File: src/rtl/lsu_pkg.sv
`default_nettype none
// ============================================================================
//  Module   : lsu_pkg
//  Brief    : Shared types and constants for the load/store unit: the
//             three-state control FSM encoding and the default request
//             timeout used when LSU_TIMEOUT_EN is defined.
//  Revision : 1.0 - initial release
// ============================================================================
package lsu_pkg;

  // Control FSM: idle, memory request outstanding, register write-back
  typedef enum logic [1:0] {
    IDLE = 2'd0,
    REQ  = 2'd1,
    WB   = 2'd2
  } lsu_state_t;

  // Default number of REQ cycles allowed before a request is abandoned
  localparam int LSU_TMO_DEFAULT = 16;

endpackage : lsu_pkg
`default_nettype wire

File: src/rtl/lsu_timer.sv
`default_nettype none
// ============================================================================
//  Module   : lsu_timer
//  Brief    : REQ-cycle counter for the load/store unit. Cleared when a new
//             request is issued, counts every cycle 'en' is high, and flags
//             'expired' during the TMO-th counted cycle so the FSM can give up
//             at the end of that cycle if no ack arrived.
//             Only instantiated when LSU_TIMEOUT_EN is defined.
//  Revision : 1.0 - initial release
// ============================================================================
module lsu_timer
  import lsu_pkg::*;
#(
  parameter int TMO = LSU_TMO_DEFAULT
) (
  input  logic clk,
  input  logic reset,
  input  logic clr,
  input  logic en,
  output logic expired
);

  // Wide enough to hold TMO-1; the count saturates there
  localparam int CW = (TMO > 1) ? $clog2(TMO) : 1;

  logic [CW-1:0] cnt;

  // Counter value during REQ cycle n is n-1, so expiry marks REQ cycle TMO
  always_ff @(posedge clk) begin
    if (reset || clr) begin
      cnt <= '0;
    end else if (en && !expired) begin
      cnt <= cnt + 1'b1;
    end
  end

  assign expired = (cnt == CW'(TMO - 1));

endmodule : lsu_timer
`default_nettype wire

File: src/rtl/load_store_unit.sv
`default_nettype none
// ============================================================================
//  Module   : load_store_unit
//  Brief    : Single-outstanding load/store engine between a core and a byte
//             wide data memory. Latches one request, holds it on the memory
//             port until acknowledged, and for loads writes the returned byte
//             into the register file one cycle later.
//             Optional feature: define LSU_TIMEOUT_EN to abandon a request
//             that is not acknowledged within TMO REQ cycles (err + done
//             pulse, no register write). Without it, REQ waits forever and
//             err is tied low.
//  Revision : 1.0 - initial release
// ============================================================================
module load_store_unit
  import lsu_pkg::*;
#(
  parameter int pw  = 4,
  parameter int aw  = 8,
  parameter int TMO = LSU_TMO_DEFAULT
) (
  input  logic          clk,
  input  logic          reset,
  input  logic          start,
  input  logic          is_load,
  input  logic [aw-1:0] mem_addr,
  input  logic [7:0]    st_data,
  input  logic [pw-1:0] dest_reg,
  output logic          busy,
  output logic          done,
  output logic          err,
  output logic          dm_req,
  output logic          dm_we,
  output logic [aw-1:0] dm_addr,
  output logic [7:0]    dm_wdata,
  input  logic [7:0]    dm_rdata,
  input  logic          dm_ack,
  output logic          rf_wr_en,
  output logic [pw-1:0] rf_wr_addr,
  output logic [7:0]    rf_dat
);

  lsu_state_t state, state_nxt;

  // Request captured at issue time; held stable for the whole operation
  logic          ld_q;
  logic [aw-1:0] addr_q;
  logic [7:0]    wdata_q;
  logic [pw-1:0] dest_q;
  logic [7:0]    rdata_q;

  // Stores and timeouts finish from IDLE, so their done pulse is registered
  logic          done_q;

  logic          accept;    // start taken in IDLE
  logic          ack_take;  // ack honoured in REQ
  logic          tmo_hit;   // request abandoned this cycle
  logic          tmo_expired;

`ifdef LSU_TIMEOUT_EN
  logic err_q;

  lsu_timer #(
    .TMO (TMO)
  ) u_timer (
    .clk     (clk),
    .reset   (reset),
    .clr     (accept),
    .en      (state == REQ),
    .expired (tmo_expired)
  );

  // err accompanies the done pulse of an abandoned request
  always_ff @(posedge clk) begin
    if (reset) begin
      err_q <= 1'b0;
    end else begin
      err_q <= tmo_hit;
    end
  end

  assign err = err_q;
`else
  assign tmo_expired = 1'b0;
  assign err         = 1'b0;
`endif

  // FSM state register
  always_ff @(posedge clk) begin
    if (reset) begin
      state <= IDLE;
    end else begin
      state <= state_nxt;
    end
  end

  // Next-state decode; an ack wins over expiry in the final allowed cycle
  always_comb begin
    state_nxt = state;
    accept    = 1'b0;
    ack_take  = 1'b0;
    tmo_hit   = 1'b0;
    case (state)
      IDLE: begin
        if (start) begin
          accept    = 1'b1;
          state_nxt = REQ;
        end
      end
      REQ: begin
        if (dm_ack) begin
          ack_take  = 1'b1;
          state_nxt = ld_q ? WB : IDLE;
        end else if (tmo_expired) begin
          tmo_hit   = 1'b1;
          state_nxt = IDLE;
        end
      end
      WB: begin
        state_nxt = IDLE;
      end
      default: begin
        state_nxt = IDLE;
      end
    endcase
  end

  // Request latch, load-data capture and registered completion pulse
  always_ff @(posedge clk) begin
    if (reset) begin
      ld_q    <= 1'b0;
      addr_q  <= '0;
      wdata_q <= '0;
      dest_q  <= '0;
      rdata_q <= '0;
      done_q  <= 1'b0;
    end else begin
      if (accept) begin
        ld_q    <= is_load;
        addr_q  <= mem_addr;
        wdata_q <= st_data;
        dest_q  <= dest_reg;
      end
      if (ack_take && ld_q) begin
        rdata_q <= dm_rdata;
      end
      done_q <= (ack_take && !ld_q) || tmo_hit;
    end
  end

  // Outputs decoded from registered state only
  assign busy       = (state != IDLE);
  assign done       = (state == WB) || done_q;
  assign dm_req     = (state == REQ);
  assign dm_we      = (state == REQ) && !ld_q;
  assign dm_addr    = addr_q;
  assign dm_wdata   = wdata_q;
  assign rf_wr_en   = (state == WB);
  assign rf_wr_addr = dest_q;
  assign rf_dat     = rdata_q;

endmodule : load_store_unit
`default_nettype wire

File: config.mk
export PLATFORM = sky130hd
export DESIGN_NAME = load_store_unit
export DESIGN_NICKNAME = d
export VERILOG_FILES = /design/src/rtl/lsu_pkg.sv /design/src/rtl/lsu_timer.sv /design/src/rtl/load_store_unit.sv
export SDC_FILE = /design/constraint.sdc
export NUM_CORES = 1
export LEC_CHECK = 0
export BUFFER_PORTS_ARGS = -buffer_cell sky130_fd_sc_hd__buf_2
export CAP_MARGIN = 20
export CORE_UTILIZATION = 49
export DETAILED_ROUTE_END_ITERATION = 8
export HOLD_SLACK_MARGIN = 0.03
export PLACE_DENSITY = 0.83
export REMOVE_ABC_BUFFERS = 1
export SYNTH_ARGS = -nofsm -noshare
export SYNTH_HDL_FRONTEND = slang
export SYNTH_SLANG_ARGS = --single-unit
File: constraint.sdc
create_clock -name clk -period 2.4 [get_ports clk]
set_input_delay 0.12 -clock clk [delete_from_list [all_inputs] [get_ports clk]]
set_output_delay 0.12 -clock clk [all_outputs]
set_load 0.02 [all_outputs]
Word-level counts from Yosys, hierarchy flattened
Cells that the tools add are included.
Operators by class
  eq/ne operators: 4
  reduce and logical (&&, ||, !) cells: 8
  muxes and demuxes: 8
Operators by type and width (number)
  2-bit 2-to-1 mux: 3
  1-bit 2-to-1 mux: 4
  2-bit case mux with 2 select lines: 1
  1-bit logical AND: 3
  2-bit by 1-bit == test with 1-bit output, second input constant: 1
  2-bit == test, second input constant: 1
  2-bit zero test: 1
  2-bit by 1-bit inequality test with 1-bit output, second input constant: 1
  2-bit inequality test, second input constant: 1
  2-bit AND reduction: 1
  2-bit nonzero test: 1
  1-bit zero test: 1
  1-bit logical OR: 1
Word-level totals
  output and inout port bits: 34
  word-level logic and storage cells: 27
  input bits: 33
  register bits: 32

Depth between registers and ports, before layout
  depth in word-level cells: 3
  depth in mapped cells: 3
  mapped depth without buffers: 2

Worst setup path after synthesis
Ideal clock, no wire load.
  kind: reg-to-output
  from: register state[1]
  to: output done
  data arrival time: 1047 ps
  path buffers: 0
  path slack: 1233 ps
  stages on the path, launching flop included: 3
  required time: 2280 ps
  cell sequence: dfxtp_1 -> nor2b_1 -> or2_1
On the way
  cells in the longest elaborated chain, start to end: 2
Ends and longest elaborated chain
  start: declaration: RTL line load_store_unit.sv:42  | lsu_state_t state, state_nxt;
  start signal: assignment: RTL line load_store_unit.sv:92  | state <= state_nxt;
  2-bit == test
  net rf_wr_en: RTL line load_store_unit.sv:37  | output logic rf_wr_en,
  1-bit logical OR: RTL line load_store_unit.sv:152  | assign done = (state == WB) || done_q;
  end: declaration: RTL line load_store_unit.sv:29  | output logic done,
The timed path passes the listed nets, and every way through them passes these cells.

Worst setup path in the final report
  from: register state[0]
  to: register rdata_q[4] (netlist: rf_dat[4])
On the way
  cells in the longest elaborated chain, start to end: 3
Ends and longest elaborated chain
  2-bit by 1-bit == test with 1-bit output: RTL line load_store_unit.sv:102  | case (state)
  1-bit 2-to-1 mux: RTL line load_store_unit.sv:102
  1-bit logical AND: RTL line load_store_unit.sv:143  | if (ack_take && ld_q) begin
  end signal: assignment: RTL line load_store_unit.sv:144  | rdata_q <= dm_rdata;
  end: declaration: RTL line load_store_unit.sv:49  | logic [7:0] rdata_q;
Every way passes these cells.
A chain may end at the register's enable or synchronous reset.

==> results.json <==
{
  "grt_pass1_wl_mm": 4.66,
  "multiInputGateArea_um2": 751,
  "worst_pin_slew_ns": 0.670,
  "core_mm2": 0.00281,
  "dieWidth_um": 56.7,
  "io-pin-count": 67,
  "drv_slew": 0,
  "period_share_pct": 58.0,
  "syn_area_mm2": 0.00147,
  "powerDensity_mw_per_mm2": 585,
  "cts-root-buf": "clkbuf_4",
  "final_nets": 238,
  "cts.clk_slew.worst_paths_ns": 0.09,
  "drv_cap": 0,
  "post-route-drc-count": 8,
  "failed_checks": "DRC",
  "synth-seq-cells": 32,
  "status": "complete, but fails checks",
  "diodes": 0,
  "n_fill_cell": 240,
  "drive_gt1_share_pct": 35.9,
  "cp.buffers_inverters": 0,
  "end_kind": "flip-flop",
  "path_cells": "and4b_1 -> mux2i_1",
  "first_global_vias": 1130,
  "cts_resized": 0,
  "critical_path_class": "reg -> reg",
  "drt_iter0_drc": 47,
  "netlist_instances": 142,
  "required_ns": 2.64,
  "syn_area_per_cell_um2": 10.3,
  "cp_slowest_cell": "and4b_1",
  "grt_usage_pct": 19.1,
  "cts_buffer_depth": 2,
  "yosys_warnings": 0,
  "wl_mm": 2.84,
  "antenna_found_initial": 0,
  "hold-worst-slack_ns": 0.0491,
  "startpoint_type": "flip-flop",
  "clock_sinks": 32,
  "gp_routability_congestion": 0.744,
  "grt-ovfl-total": 0,
  "hpwl_mm": 2.05,
  "dieArea_mm2": 0.00322,
  "vias_per_cell": 4.82,
  "grt_max_degree": 62,
  "port_buffers": 65,
  "worstPathArrival_ns": 1.63,
  "fmax_mhz": 719,
  "die_h_um": 56.7,
  "hold_viol": 0,
  "worst_ir_drop_vdd_mv": 0.458,
  "setup_viol": 0,
  "vias": 1142,
  "synthToLayoutAreaGrowth_pct": 24.5,
  "ys_seq_area_share_pct": 43.7,
  "cts_tree": "built",
  "holdBufCountCts": 0,
  "seq_area_um2": 641,
  "dr.pass1.iters": 6,
  "finalCriticalPeriod_ns": 1.39,
  "fp-row-count": 19,
  "htreeDepth": 2,
  "antenna_left": 0,
  "wl_per_cell_um": 12.0,
  "hold_path.class": "in -> reg",
  "clk_latency_ns": 0.32,
  "max_stage_delay_ns": 0.57,
  "setup_tns_ns": 0,
  "cts_setup_buffers": 0,
  "worstPathMaxFanout": 9,
  "ys_types": 19,
  "critPathTopFamily": "simple AND/OR/NAND/NOR gates",
  "power.leakage_nw": 0.887,
  "slew_headroom_pct": 55.3,
  "finalClockSkew_ns": 0.00312,
  "rsz0062_at_grt": "false",
  "start_util_pct": 52.3,
  "cts_buffers": 5
}
-- cells in the final DEF (no fill, tap or decap), drive strengths merged --
cell,synthesis,routed
inv,1,1
mux2i,29,29
nor3b,2,2
or2,2,2
clkbuf,6,8
conb,1,1
nor4b,1,1
o21ba,1,1
nand2b,59,59
and4b,1,1
and2b,1,1
dfxtp,32,32
buf,4,66
nor2,1,1
nor2b,1,1
-- area by class of cell --
class                           count  area share [%]
Multi-Input combinational cell     99            41.1
Sequential cell                    32            35.1
Timing Repair Buffer               66            18.2
Clock buffer                        8            3.22
Tap cell                           31            2.12
Inverter                            1           0.206
-- power breakdown --
group	switching (W)	total [W]	internal [W]
combinational	0.0000974	0.000184	0.0000866
clock	0.000164	0.000308	0.000144
sequential	0.0000166	0.000575	0.000558
-- through the flow --
stage	instances	worst slack, ns	cell area, µm²	utilization (%)	total power [W]
2_1_floorplan	132	0.856	1400	-	0.000697
3_3_place_gp	229	1.15	1770	63.0	0.000764
3_5_place_dp	229	1.01	1770	63.0	0.000773
4_1_cts	237	0.989	1830	65.1	0.00108
5_1_grt	237	0.916	1830	65.1	0.00113
6_report	237	1.01	1830	65.1	0.00107
-- routing by layer --
layer / vias to the layer above / global-route usage (%) / wire length [µm]
li1: 578 / - / -
met1: 522 / 19.0 / 1170
met2: 39 / 35.5 / 1490
met3: 3 / 6.45 / 156
met4: 0 / 8.21 / 24
met5: - / 0 / 0
-- synth_stat cells --
cell      instances  share of area [%]
or2_1             2               0.85
nor3b_1           1               0.51
and4b_1           1               0.68
nor2_1            1               0.26
nand2b_2          1               0.60
inv_1             1               0.26
mux2i_1          29                 20
buf_4             1               0.51
buf_6             1               0.77
and2b_1           1               0.51
conb_1            1               0.26
buf_8             2                2.0
nor3b_4           1                1.3
nor2b_1           1               0.43
o21ba_1           1               0.68
nand2b_1         58                 25
nor4b_1           1               0.60
dfxtp_1          32                 44
clkbuf_1          6                1.5
-- tightest hold or removal path: cells and delay by family --
family | cells | cell delay [ns]
and+or+nand+nor | 1 | 0.05
buffers and inverters | 1 | 0.09
muxes | 1 | 0.06
-- logic make-up (layout without fill, tap and decap cells) --
logic type / Yosys count / after routing / share of synthesized area, %
buf+inv: 11 / 75 / 5.12
compound gates: 1 / 1 / 0.683
mux: 29 / 29 / 19.8
flops: 32 / 32 / 43.7
other cells: 1 / 1 / 0.256
simple gates: 68 / 68 / 30.5
-- final timing paths --
path | to | slack (ns) | start | cells past startpoint
max reg2reg | rf_dat[4] | 1.01 | state[0] | 2
min | rf_wr_addr[3] | 0.05 | dest_reg[3] | 3
max | rf_dat[4] | 1.01 | state[0] | 2
min reg2reg | dm_wdata[7] | 0.48 | dm_wdata[7] | 2
-- registers in the layout (all words and copies together), names as in the netlist --
signal      cells
rf_dat          8
state           2
rf_wr_addr      4
dm_wdata        8
done_q          1
dm_addr         8
ld_q            1
Note: power is estimated with default switching activity, not from simulation.
